**config.mk**
```make
export PLATFORM = sky130hd
export DESIGN_NAME = sr_store_flat
export DESIGN_NICKNAME = d
export VERILOG_FILES = /design/src/rtl/sr_pkg.sv /design/src/rtl/sr_store_if.sv /design/src/rtl/sync_chain.sv /design/src/rtl/sr_store.sv /design/src/flat_wrapper.sv
export SDC_FILE = /design/constraint.sdc
export NUM_CORES = 1
export LEC_CHECK = 0
export ABC_AREA = 1
export BUFFER_PORTS_ARGS = -buffer_cell sky130_fd_sc_hd__buf_2
export CAP_MARGIN = 20
export CORE_MARGIN = 2
export CORE_UTILIZATION = 52
export DETAILED_ROUTE_END_ITERATION = 7
export GPL_ROUTABILITY_DRIVEN = 0
export GPL_TIMING_DRIVEN = 0
export HOLD_SLACK_MARGIN = 0.03
export PLACE_DENSITY = 0.75
export SYNTH_ARGS = -nofsm -noshare
export SYNTH_HDL_FRONTEND = slang
export SYNTH_SLANG_ARGS = --single-unit
```
**constraint.sdc**
```tcl
create_clock -name clk -period 1.5 [get_ports clk]
set_input_delay 0.225 -clock clk [delete_from_list [all_inputs] [get_ports clk]]
set_output_delay 0.225 -clock clk [all_outputs]
set_load 0.005 [all_outputs]
```
**src/rtl/sr_pkg.sv**
```systemverilog
// Shared types and defaults for the SR storage stage and its helpers.
package sr_pkg;

    typedef enum logic [1:0] {
        HOLD0 = 2'd0,
        HOLD1 = 2'd1,
        FAULT = 2'd2
    } sr_state_e;

    // Set/reset pair as carried through the input synchronizer
    typedef struct packed {
        logic s;
        logic r;
    } sr_pair_t;

    localparam int unsigned SYNC_STAGES_DEF    = 2;
    localparam int unsigned CONFLICT_LIMIT_DEF = 4;
    localparam int unsigned COUNT_W_DEF        = 4;
    localparam int unsigned HIST_W_DEF         = 4;

endpackage

```
**src/rtl/sr_store_if.sv**
```systemverilog
// Pin bundle between the SR conditioning logic / readout and sr_store.
interface sr_store_if #(
    parameter int unsigned COUNT_W = 4,
    parameter int unsigned HIST_W  = 4
);
    logic               ena;
    logic               s_in;
    logic               r_in;
    logic               clr;
    logic               q;
    logic               q_n;
    logic               fault;
    logic               conflict;
    logic [COUNT_W-1:0] set_count;
    logic [HIST_W-1:0]  hist;

    modport master (
        output ena, s_in, r_in, clr,
        input  q, q_n, fault, conflict, set_count, hist
    );

    modport slave (
        input  ena, s_in, r_in, clr,
        output q, q_n, fault, conflict, set_count, hist
    );
endinterface

```
**src/rtl/sync_chain.sv**
```systemverilog
// Enabled flop chain for pin inputs; DEPTH=0 passes the input straight through.
module sync_chain #(
    parameter int unsigned DEPTH = 2,
    parameter int unsigned WIDTH = 2
) (
    input  logic             clk,
    input  logic             rst_n,
    input  logic             ena,
    input  logic [WIDTH-1:0] d,
    output logic [WIDTH-1:0] q
);
    if (DEPTH == 0) begin : g_bypass
        assign q = d;
    end else begin : g_chain
        logic [WIDTH-1:0] stage [DEPTH];

        always_ff @(posedge clk or negedge rst_n) begin
            if (!rst_n) begin
                for (int i = 0; i < int'(DEPTH); i++) stage[i] <= '0;
            end else if (ena) begin
                stage[0] <= d;
                for (int i = 1; i < int'(DEPTH); i++) stage[i] <= stage[i-1];
            end
        end

        assign q = stage[DEPTH-1];
    end
endmodule

```
**src/rtl/sr_store.sv**
```systemverilog
// Synchronous SR storage bit with conflict-run fault detection,
// saturating set-event counter and a short history of the stored bit.
module sr_store
    import sr_pkg::*;
#(
    parameter int unsigned SYNC_STAGES    = SYNC_STAGES_DEF,
    parameter int unsigned CONFLICT_LIMIT = CONFLICT_LIMIT_DEF,
    parameter int unsigned COUNT_W        = COUNT_W_DEF,
    parameter int unsigned HIST_W         = HIST_W_DEF
) (
    input  logic     clk,
    input  logic     rst_n,
    sr_store_if.slave bus
);
    localparam int unsigned RUN_W = $clog2(CONFLICT_LIMIT + 1);
    localparam logic [COUNT_W-1:0] COUNT_MAX = '1;

    sr_pair_t pair_in;
    sr_pair_t pair_sync;

    sr_state_e          state,       state_next;
    logic [RUN_W-1:0]   run_cnt,     run_next;
    logic               q_r,         q_next;
    logic               fault_r;
    logic               conflict_r,  conflict_next;
    logic [COUNT_W-1:0] set_count_r, set_count_next;
    logic [HIST_W-1:0]  hist_r,      hist_next;
    logic               both;

    assign pair_in = sr_pair_t'({bus.s_in, bus.r_in});

    sync_chain #(
        .DEPTH (SYNC_STAGES),
        .WIDTH ($bits(sr_pair_t))
    ) u_sync (
        .clk   (clk),
        .rst_n (rst_n),
        .ena   (bus.ena),
        .d     (pair_in),
        .q     (pair_sync)
    );

    assign both = pair_sync.s & pair_sync.r;

    // Next-state and next-output logic
    always_comb begin
        state_next     = state;
        run_next       = run_cnt;
        conflict_next  = conflict_r;
        set_count_next = set_count_r;

        case (state)
            HOLD0, HOLD1: begin
                if (both && !bus.clr) begin
                    // A clr on a conflict edge restarts the run instead of extending it
                    if (run_cnt == RUN_W'(CONFLICT_LIMIT - 1)) begin
                        state_next = FAULT;
                        run_next   = '0;
                    end else begin
                        run_next = run_cnt + RUN_W'(1);
                    end
                end else begin
                    run_next = '0;
                    if (pair_sync.s && !pair_sync.r)      state_next = HOLD1;
                    else if (pair_sync.r && !pair_sync.s) state_next = HOLD0;
                end
            end
            FAULT: begin
                run_next = '0;
                if (bus.clr) state_next = HOLD0;
            end
            default: begin
                state_next = HOLD0;
                run_next   = '0;
            end
        endcase

        q_next    = (state_next == HOLD1);
        hist_next = {hist_r[HIST_W-2:0], q_next};

        if (both) conflict_next = 1'b1;
        if (q_next && !q_r && (set_count_r != COUNT_MAX))
            set_count_next = set_count_r + COUNT_W'(1);

        // clr wins over flags and counters; the state transition itself still happens
        if (bus.clr) begin
            conflict_next  = 1'b0;
            set_count_next = '0;
            hist_next      = HIST_W'(q_next);
            run_next       = '0;
        end
    end

    always_ff @(posedge clk or negedge rst_n) begin
        if (!rst_n) begin
            state       <= HOLD0;
            run_cnt     <= '0;
            q_r         <= 1'b0;
            fault_r     <= 1'b0;
            conflict_r  <= 1'b0;
            set_count_r <= '0;
            hist_r      <= '0;
        end else if (bus.ena) begin
            state       <= state_next;
            run_cnt     <= run_next;
            q_r         <= q_next;
            fault_r     <= (state_next == FAULT);
            conflict_r  <= conflict_next;
            set_count_r <= set_count_next;
            hist_r      <= hist_next;
        end
    end

    assign bus.q         = q_r;
    assign bus.q_n       = ~q_r;
    assign bus.fault     = fault_r;
    assign bus.conflict  = conflict_r;
    assign bus.set_count = set_count_r;
    assign bus.hist      = hist_r;

endmodule

```
**src/flat_wrapper.sv**
```systemverilog
// flat-port wrapper written by rule: the top's interface ports become plain ports
module sr_store_flat import sr_pkg::*;
#(
    parameter int unsigned SYNC_STAGES    = SYNC_STAGES_DEF,
    parameter int unsigned CONFLICT_LIMIT = CONFLICT_LIMIT_DEF,
    parameter int unsigned COUNT_W        = COUNT_W_DEF,
    parameter int unsigned HIST_W         = HIST_W_DEF
)
  (clk, rst_n, bus_ena, bus_s_in, bus_r_in, bus_clr, bus_q, bus_q_n, bus_fault, bus_conflict, bus_set_count, bus_hist);
  sr_store_if #(.COUNT_W(COUNT_W), .HIST_W(HIST_W)) bus_i ();
  input  logic clk;
  input  logic rst_n;
  input wire logic [$bits(bus_i.ena)-1:0] bus_ena;
  input wire logic [$bits(bus_i.s_in)-1:0] bus_s_in;
  input wire logic [$bits(bus_i.r_in)-1:0] bus_r_in;
  input wire logic [$bits(bus_i.clr)-1:0] bus_clr;
  output wire logic [$bits(bus_i.q)-1:0] bus_q;
  output wire logic [$bits(bus_i.q_n)-1:0] bus_q_n;
  output wire logic [$bits(bus_i.fault)-1:0] bus_fault;
  output wire logic [$bits(bus_i.conflict)-1:0] bus_conflict;
  output wire logic [$bits(bus_i.set_count)-1:0] bus_set_count;
  output wire logic [$bits(bus_i.hist)-1:0] bus_hist;
  assign bus_i.ena = bus_ena;
  assign bus_i.s_in = bus_s_in;
  assign bus_i.r_in = bus_r_in;
  assign bus_i.clr = bus_clr;
  assign bus_q = bus_i.q;
  assign bus_q_n = bus_i.q_n;
  assign bus_fault = bus_i.fault;
  assign bus_conflict = bus_i.conflict;
  assign bus_set_count = bus_i.set_count;
  assign bus_hist = bus_i.hist;
  sr_store #(.SYNC_STAGES(SYNC_STAGES), .CONFLICT_LIMIT(CONFLICT_LIMIT), .COUNT_W(COUNT_W), .HIST_W(HIST_W)) u_core (.clk(clk), .rst_n(rst_n), .bus(bus_i));
endmodule
```
Word-level counts from Yosys, hierarchy flattened
Index checks and enable logic that the tools add are counted.

cells by class
  $add $sub $neg = 2
  eq/ne operators = 6
  mux-type cells = 15
  bitwise gates (word level) = 2
  reduce and logical (&&, ||, !) cells = 15

operators with widths
  kind                                                                    count
  3-bit 2-to-1 mux                                                        4
  4-bit 2-to-1 mux                                                        3
  2-bit 2-to-1 mux                                                        5
  1-bit logical AND                                                       5
  4-bit by 1-bit adder with 4-bit output (second input constant)          1
  2-bit by 1-bit equality test with 1-bit output (second input constant)  2
  2-bit equality test (second input constant)                             2
  1-bit logical NOT                                                       4
  4-bit != test (second input constant)                                   1
  2-bit case mux with 2 select lines                                      1
  2-bit AND reduction                                                     2
  2-bit nonzero test                                                      2
  3-bit by 1-bit adder with 3-bit output (second input constant)          1
  3-bit by 2-bit equality test with 1-bit output (second input constant)  1
  2-bit logical NOT                                                       1
  1-bit 2-to-1 mux                                                        2
  2-bit OR reduction                                                      1
  1-bit bitwise AND                                                       1
  1-bit inverter                                                          1

storage, ports and cells
  bits in registers = 20
  logic and storage cells = 49

Logic depth before layout (Yosys ltp)
Gate-level depths: netlist (run 1).

  depth after elaboration = 11
  gate-level depth with buffers = 9
  gate-level depth less buffers = 8

By module
A second synthesis (run 1) with hierarchy kept.

unflattened totals
  cells, all modules = 108
  area total of the unflattened synthesis = 934.6 µm²

modules (own cells, without submodules)
  module      times used  cells an instance  area each (µm²)  sequential area each (µm²)
  sr_store    1           89                 770.7            375.4
  sync_chain  1           19                 163.9            100.1

Worst setup path after synthesis (run 1)
No wires, ideal clock.

  path type = register to register
  from = register u_core.run_cnt[0]
  to = register u_core.set_count_r[0] (netlist: u_core.bus.set_count[0])
  arrival time = 1042 ps
  required time = 1383 ps
  slack = 341 ps
  stages on the path, launching flop included = 8
  path buffers = 0
  path through = dfrtp_1 ha_1 nand2_2 nand3_2 nand2_2 nand3_4 nand3_1 nand2_1

between the ends
  cells in the longest elaborated chain, start to end = 9

ends and longest elaborated chain
  element                                         line             source
  from (decl)                                     sr_store.sv:22   logic [RUN_W-1:0] run_cnt, run_next;
  from (signal assigned)                          sr_store.sv:105  run_cnt <= run_next;
  3-bit by 2-bit equality test with 1-bit output  sr_store.sv:56   if (run_cnt == RUN_W'(CONFLICT_LIMIT - 1)) begin
  2-bit 2-to-1 mux                                sr_store.sv:56
  2-bit 2-to-1 mux                                sr_store.sv:54   if (both && !bus.clr) begin
  2-bit case mux with 2 select lines              sr_store.sv:52   case (state)
  2-bit by 1-bit equality test with 1-bit output  sr_store.sv:78   q_next = (state_next == HOLD1);
  1-bit logical AND (2 in a row)                  sr_store.sv:82   if (q_next && !q_r && (set_count_r != COUNT_MAX))
  2-bit nonzero test (no line)                    -
  2-bit AND reduction (no line)                   -
  to (signal assigned)                            sr_store.sv:109  set_count_r <= set_count_next;
  to (decl)                                       sr_store.sv:26   logic [COUNT_W-1:0] set_count_r, set_count_next;

No other way between the ends.
A chain may end at the register's enable or synchronous reset.

Final worst setup path (run 1)
  from = register u_core.run_cnt[0]
  to = register u_core.set_count_r[1] (netlist: u_core.bus.set_count[1])

Same word-level chain as after synthesis.

==> results of run 1 <==
cells by family (layout without fill, tap and decap cells):
family / count (synthesis) / in the layout / share of synthesized area [%]
XOR/XNOR: 2 / 2 / 1.87
buffers and inverters: 17 / 38 / 8.30
adder cells (fa/ha/maj): 2 / 2 / 2.68
flip-flops: 19 / 19 / 50.9
AND/OR/NAND/NOR: 53 / 53 / 27.4
AO/OA/AOI/OAI: 14 / 14 / 8.84
cell usage in the layout (no fill, tap or decap), types with 2 or more instances in the layout:
cell type and count:
nand2_1 28, inv_1 10, o21ai_1 4, o21a_1 2
inv_2 3, ha_1 2, clkbuf_4 3, nand2_2 3
dfrtp_1 19, o22ai_1 2, buf_2 18, o21ai_0 4
nand3_1 9, nor2_1 7
synthesized netlist by cell type:
library cell / number / share of area (%)
xnor2_1: 1 / 0.94
o21a_1: 2 / 1.6
o31ai_1: 1 / 0.80
nand3_1: 9 / 4.8
o22ai_1: 2 / 1.3
nor2_1: 7 / 2.8
nand2_1: 28 / 11
buf_4: 1 / 0.80
nor3_1: 1 / 0.53
inv_2: 3 / 1.2
nand3_4: 1 / 1.9
buf_6: 1 / 1.2
a21o_1: 1 / 0.80
and2_1: 1 / 0.67
inv_1: 10 / 4.0
nand2_2: 3 / 2.0
ha_1: 2 / 2.7
o21ai_0: 4 / 2.1
buf_2: 2 / 1.1
nor2_4: 1 / 1.2
o21ai_1: 4 / 2.1
nand2_4: 1 / 1.2
dfrtp_1: 19 / 51
xor2_1: 1 / 0.94
nand3_2: 1 / 1.1
sequential cells by signal, indices dropped and copies added (netlist names):
signal and flops:
u_core.bus.conflict 1, u_core.bus.fault 1, u_core.bus.hist 4, u_core.bus.set_count 4
u_core.run_cnt 3, u_core.state 2, u_core.u_sync.g_chain.stage 2, u_core.u_sync.q 2
layer usage:
metal  GRT usage (%)  share of wire, %  routed length (um)  vias to the layer above
met4            8.57              0.84                  15                        0
met2            30.8                48                 866                       20
met3            5.10               3.9                  70                        2
met5               0                 0                   0                        -
met1            25.9                47                 844                      351
li1                -                 -                   -                      381
cell type report:
type | count | area [um2] | share of cell area [%]
Buffer | 4 | 28.8 | 2.66
Clock buffer | 4 | 26.3 | 2.43
Inverter | 13 | 48.8 | 4.51
Multi-Input combinational cell | 71 | 382 | 35.3
Sequential cell | 19 | 475 | 43.9
Tap cell | 25 | 31.3 | 2.89
Timing Repair Buffer | 17 | 90.1 | 8.32
metrics by stage:
stage,cells,util [%]
floorplan,107,-
global placement,148,61.2
detailed placement,148,61.2
CTS,153,63.4
global route,153,63.4
finish,153,63.4
critical path: cells and delay by family (launching register included):
family / cells / cell delay [ps]
and+or+nand+nor: 6 / 540
DFF: 1 / 420
adders and majority gates: 1 / 230
final timing paths:
check                                       start  cells past startpoint                        endpoint
min in group asynchronous                   rst_n                      2         u_core.bus.set_count[2]
worst min register to register   u_core.bus.fault                      2                u_core.bus.fault
worst min-delay path                     bus_r_in                      3  u_core.u_sync.g_chain.stage[2]
worst max-delay path            u_core.run_cnt[0]                      7         u_core.bus.set_count[1]
worst max register to register  u_core.run_cnt[0]                      7         u_core.bus.set_count[1]
max in group asynchronous                   rst_n                      2                u_core.bus.fault
power by group through the flow:
stage | combinational (mW) | clock (mW) | sequential, mW
2_1_floorplan | 0.184 | 0 | 0.635
3_3_place_gp | 0.282 | 0 | 0.635
6_report | 0.288 | 0.257 | 0.629
5_1_grt | 0.339 | 0.287 | 0.637
4_1_cts | 0.295 | 0.265 | 0.629
3_5_place_dp | 0.291 | 0 | 0.639
==> flow_summary.yaml, run 1 <==
outcome:
  run_status: "completed"
critical_path:
  crit_type: "reg2reg"
  worstSetupStartpointType: "register"
  required_ps: 1700
  crit_path_frequent_cell: "nand2_2"
  crit_fanout: 5
  cp-end-kind: "register"
  r2r_slack_ps: 220
  critical-path-max-stage-delay_ps: 420
  arrival_ps: 1480
  crit_path_cell_trace: "ha_1 -> nand2_2 -> nand3_2 -> nand2_2 -> nand3_4 -> nand3_1 -> nand2_1"
  slowest_stage: "dfrtp_1"
timing:
  setup_slack_ps: 216
  hold_viol: 0
  setup_tns_ps: 0
  skew_ps: 2.31
  final.period_utilization_pct: 85.6
  slew_headroom_pct: 71.7
  max_clock_freq_mhz: 779
  final-setup-viol-count: 0
  drv_slew: 0
  tightest_slew_ps: 425
  hold_slack_ps: 128
  min_period_ps: 1280
  rsz0062_at_grt: "no"
floorplanning:
  die_h_um: 46.4
  num_rows: 15
  fp.coreArea_um2: 1710
  die-width_um: 46.4
  die_area_um2: 2150
  io_pins: 18
  initial_core_util_pct: 54.7
placed_design:
  place_area_um2: 1050
  post-dp-hpwl_mm: 1.30
  post-place-ws_ps: 230
  io_buffers: 16
cts:
  clkTransAtPathRegs_ps: 100
  insertion_delay_ps: 290
  htree_levels: 1
  cts_buffers: 3
  root_buffer: "clkbuf_4"
  postCtsSetupRepairBufs: 0
  clock_sinks: 19
  cts_tree: "yes"
  cts-resized-gates: 0
  cts.path.max_buffers: 2
  hold_buffers: 1
layout:
  n_antenna_cell: 0
  fin_area_um2: 1080
  area_delta_synth_final_pct: 15.8
  nNetsFinal: 137
  fill_cells: 150
  drive_gt1_share_pct: 25.8
routing:
  antenna_left: 0
  drt_iter0_drc: 10
  first_pass_iters: 4
  via_per_inst: 4.93
  finalWirelength_mm: 1.80
  drt-wirelength-per-cell_um: 11.7
  drc: 0
  vias: 754
power_and_ir_drop:
  power.share.switching_pct: 31.2
  leakage_nw: 0.589
  power_mw: 1.17
  p_seq_share_pct: 53.6
  p_int_uw: 808
  ir_drop_mv: 0.852
  power_frac_comb_pct: 24.6
  p_clk_share_pct: 21.9
  power_density_nw_per_um2: 1080
  power.switching_uw: 366
global_route:
  antenna_found_initial: 0
  gr-total-overflow: 0
  grt_pass1_vias: 680
  grt_usage_pct: 19.8
  grt_pass1_wl_mm: 2.95
  grt_max_degree: 20
hold_path:
  hold_class: "in2reg"
synth:
  synth_seq_cells: 19
  synth_nets: 115
  postSynthAreaPerCell_um2: 8.74
  ys.warnings.count: 0
  ys_types: 25
  yosysSeqAreaShare_pct: 50.9
  netlist_area_um2: 935
  synth_cells: 107
run:
  cap_violations: 0
Note: power is estimated with default switching activity, not from simulation.
==> run 2: changes to the inputs <==
- CAP_MARGIN: 20 -> 15
- CORE_UTILIZATION: 52 -> 54
- CTS_BUF_LIST: default -> sky130_fd_sc_hd__clkbuf_4 sky130_fd_sc_hd__clkbuf_8
- PLACE_DENSITY: 0.75 -> 0.77
==> run 2 against run 1 <==
Non-clock buffer count is the same. Critical endpoint unchanged. Routed wire length shrank 2.9%. Core utilization increased by 0.90 points. Highest routed layer unchanged. Die area down 3.4%. Clock-buffer cell count is 1 lower. Critical path type unchanged. Fmax is 0.31% higher. Critical path depth rose by 1. Final cell count down 5.2%. Sequential power about the same. Largest cell class unchanged. Worst setup slack better by 4.0 ps.
==> flow_summary.yaml, run 2 (synthesis results as in run 1) <==
global_route:
  grt_pass1_wl_mm: 2.84
  grt_usage_pct: 19.2
  grt_pass1_vias: 671
  grt_max_degree: 20
  gr-total-overflow: 0
  antenna_found_initial: 0
layout:
  final_cell_mix: "nand2_1, dfrtp_1, buf_2"
  instances_no_fill: 145
  layout_commonest_cell: "nand2_1"
  n_antenna_cell: 0
  area_delta_synth_final_pct: 14.9
  nNetsFinal: 137
  drive_gt1_share_pct: 26.6
routing:
  route.met2.wl_um: 880
  top_layer: "met4"
  via_per_inst: 5.21
  antenna_left: 0
  wl_met3_um: 90
  drc: 0
  m1WireLength_um: 762
  drt_iter0_drc: 11
  vias: 755
  finalWirelength_mm: 1.74
  first_pass_iters: 4
  drt-wirelength-per-cell_um: 12.0
timing:
  min_period_ps: 1280
  hold_viol: 0
  slew_headroom_pct: 73.1
  max_clock_freq_mhz: 781
  drv_slew: 0
  final-setup-viol-count: 0
  setup_tns_ps: 0
  tightest_slew_ps: 404
  skew_ps: 1.17
  hold_slack_ps: 133
  final.period_utilization_pct: 85.3
  rsz0062_at_grt: "no"
placed_design:
  io_buffers: 16
  dp.cells: 140
  post-dp-hpwl_mm: 1.27
cts:
  htree_levels: 1
  cts_tree: "yes"
  root_buffer: "clkbuf_4"
  insertion_delay_ps: 290
  cts-resized-gates: 0
  cts_buffers: 3
  postCtsSetupRepairBufs: 0
  clock_sinks: 19
  clkTransAtPathRegs_ps: 100
  cts.path.max_buffers: 2
power_and_ir_drop:
  power_density_nw_per_um2: 1100
  ir_drop_mv: 0.814
  power_mw: 1.18
  leakage_nw: 0.592
floorplanning:
  die_h_um: 45.6
  num_rows: 15
  die_area_um2: 2080
  fp.coreArea_um2: 1670
  io_pins: 18
  initial_core_util_pct: 56.0
  die-width_um: 45.6
critical_path:
  arrival_ps: 1510
  crit_fanout: 5
  slowest_stage: "dfrtp_1"
  cp-end-kind: "register"
  critical-path-max-stage-delay_ps: 410
  crit_path_cell_trace: "ha_1 -> nand2_2 -> nand3_2 -> nand2_2 -> nand3_4 -> nand2_4 -> nand2_1 -> nand2_1"
  worstSetupStartpointType: "register"
  required_ps: 1730
  crit_type: "reg2reg"
run:
  cap_violations: 0
hold_path:
  hold_class: "in2reg"
outcome:
  run_status: "completed"
run 2: changes by cell type in the layout (fill, tap and decap cells not counted):
cell,delta
clkbuf_1,-1
clkinv_2,+1
run 2: final cells by class:
class / instances / area (um2)
multi-input cells: 71 / 382
clock buffers: 3 / 22.5
well taps: 17 / 21.3
inverters: 13 / 48.8
plain buffers: 4 / 28.8
flip-flops and latches: 19 / 475
clock inverters: 1 / 5.00
fillers: 151 / 597
repair buffers: 17 / 90.1
run 2: worst paths after layout:
path                                         from                             end  slack (ps)  depth (start not counted)
max in group asynchronous                   rst_n         u_core.bus.set_count[0]         830                          2
worst max-delay path            u_core.run_cnt[0]         u_core.bus.set_count[1]         220                          8
worst min-delay path                     bus_r_in  u_core.u_sync.g_chain.stage[2]         130                          3
worst min register to register   u_core.bus.fault                u_core.bus.fault         490                          2
min in group asynchronous                   rst_n               u_core.run_cnt[1]         380                          2
worst max register to register  u_core.run_cnt[0]         u_core.bus.set_count[1]         220                          8
run 2: timing repair:
action                     4_1_cts  5_1_grt
setup endpoints to repair        0        0
hold buffers                     1        0
hold endpoints to repair        19        0
run 2: stage by stage:
step                      instance area [um2]  utilization, %  setup slack (ps)
final                                    1070            64.3               220
after global placement                   1040            62.0               260
after floorplan                           935               -               341
after CTS                                1070            64.3               216
after detailed placement                 1040            62.0               235
after global routing                     1070            64.3               126
run 2: worst max-delay path, delay by kind of cell, from the launching register on:
kind	cells	cell delay, ps
adder cells (fa/ha/maj)	1	230
flip-flops	1	410
AND/OR/NAND/NOR	7	580
run 2: routing by layer:
metal | global-route usage (%) | up-vias
met1 | 26.2 | 352
met5 | 0 | -
met3 | 2.38 | 2
met2 | 29.3 | 22
met4 | 10.6 | 0
li1 | - | 379
run 2: report_power, final:
group          total, mW  internal (mW)  switching, mW
Combinational      0.299          0.134          0.165
Clock              0.250         0.0991          0.151
Sequential         0.631          0.574         0.0573
Total               1.18          0.807          0.373
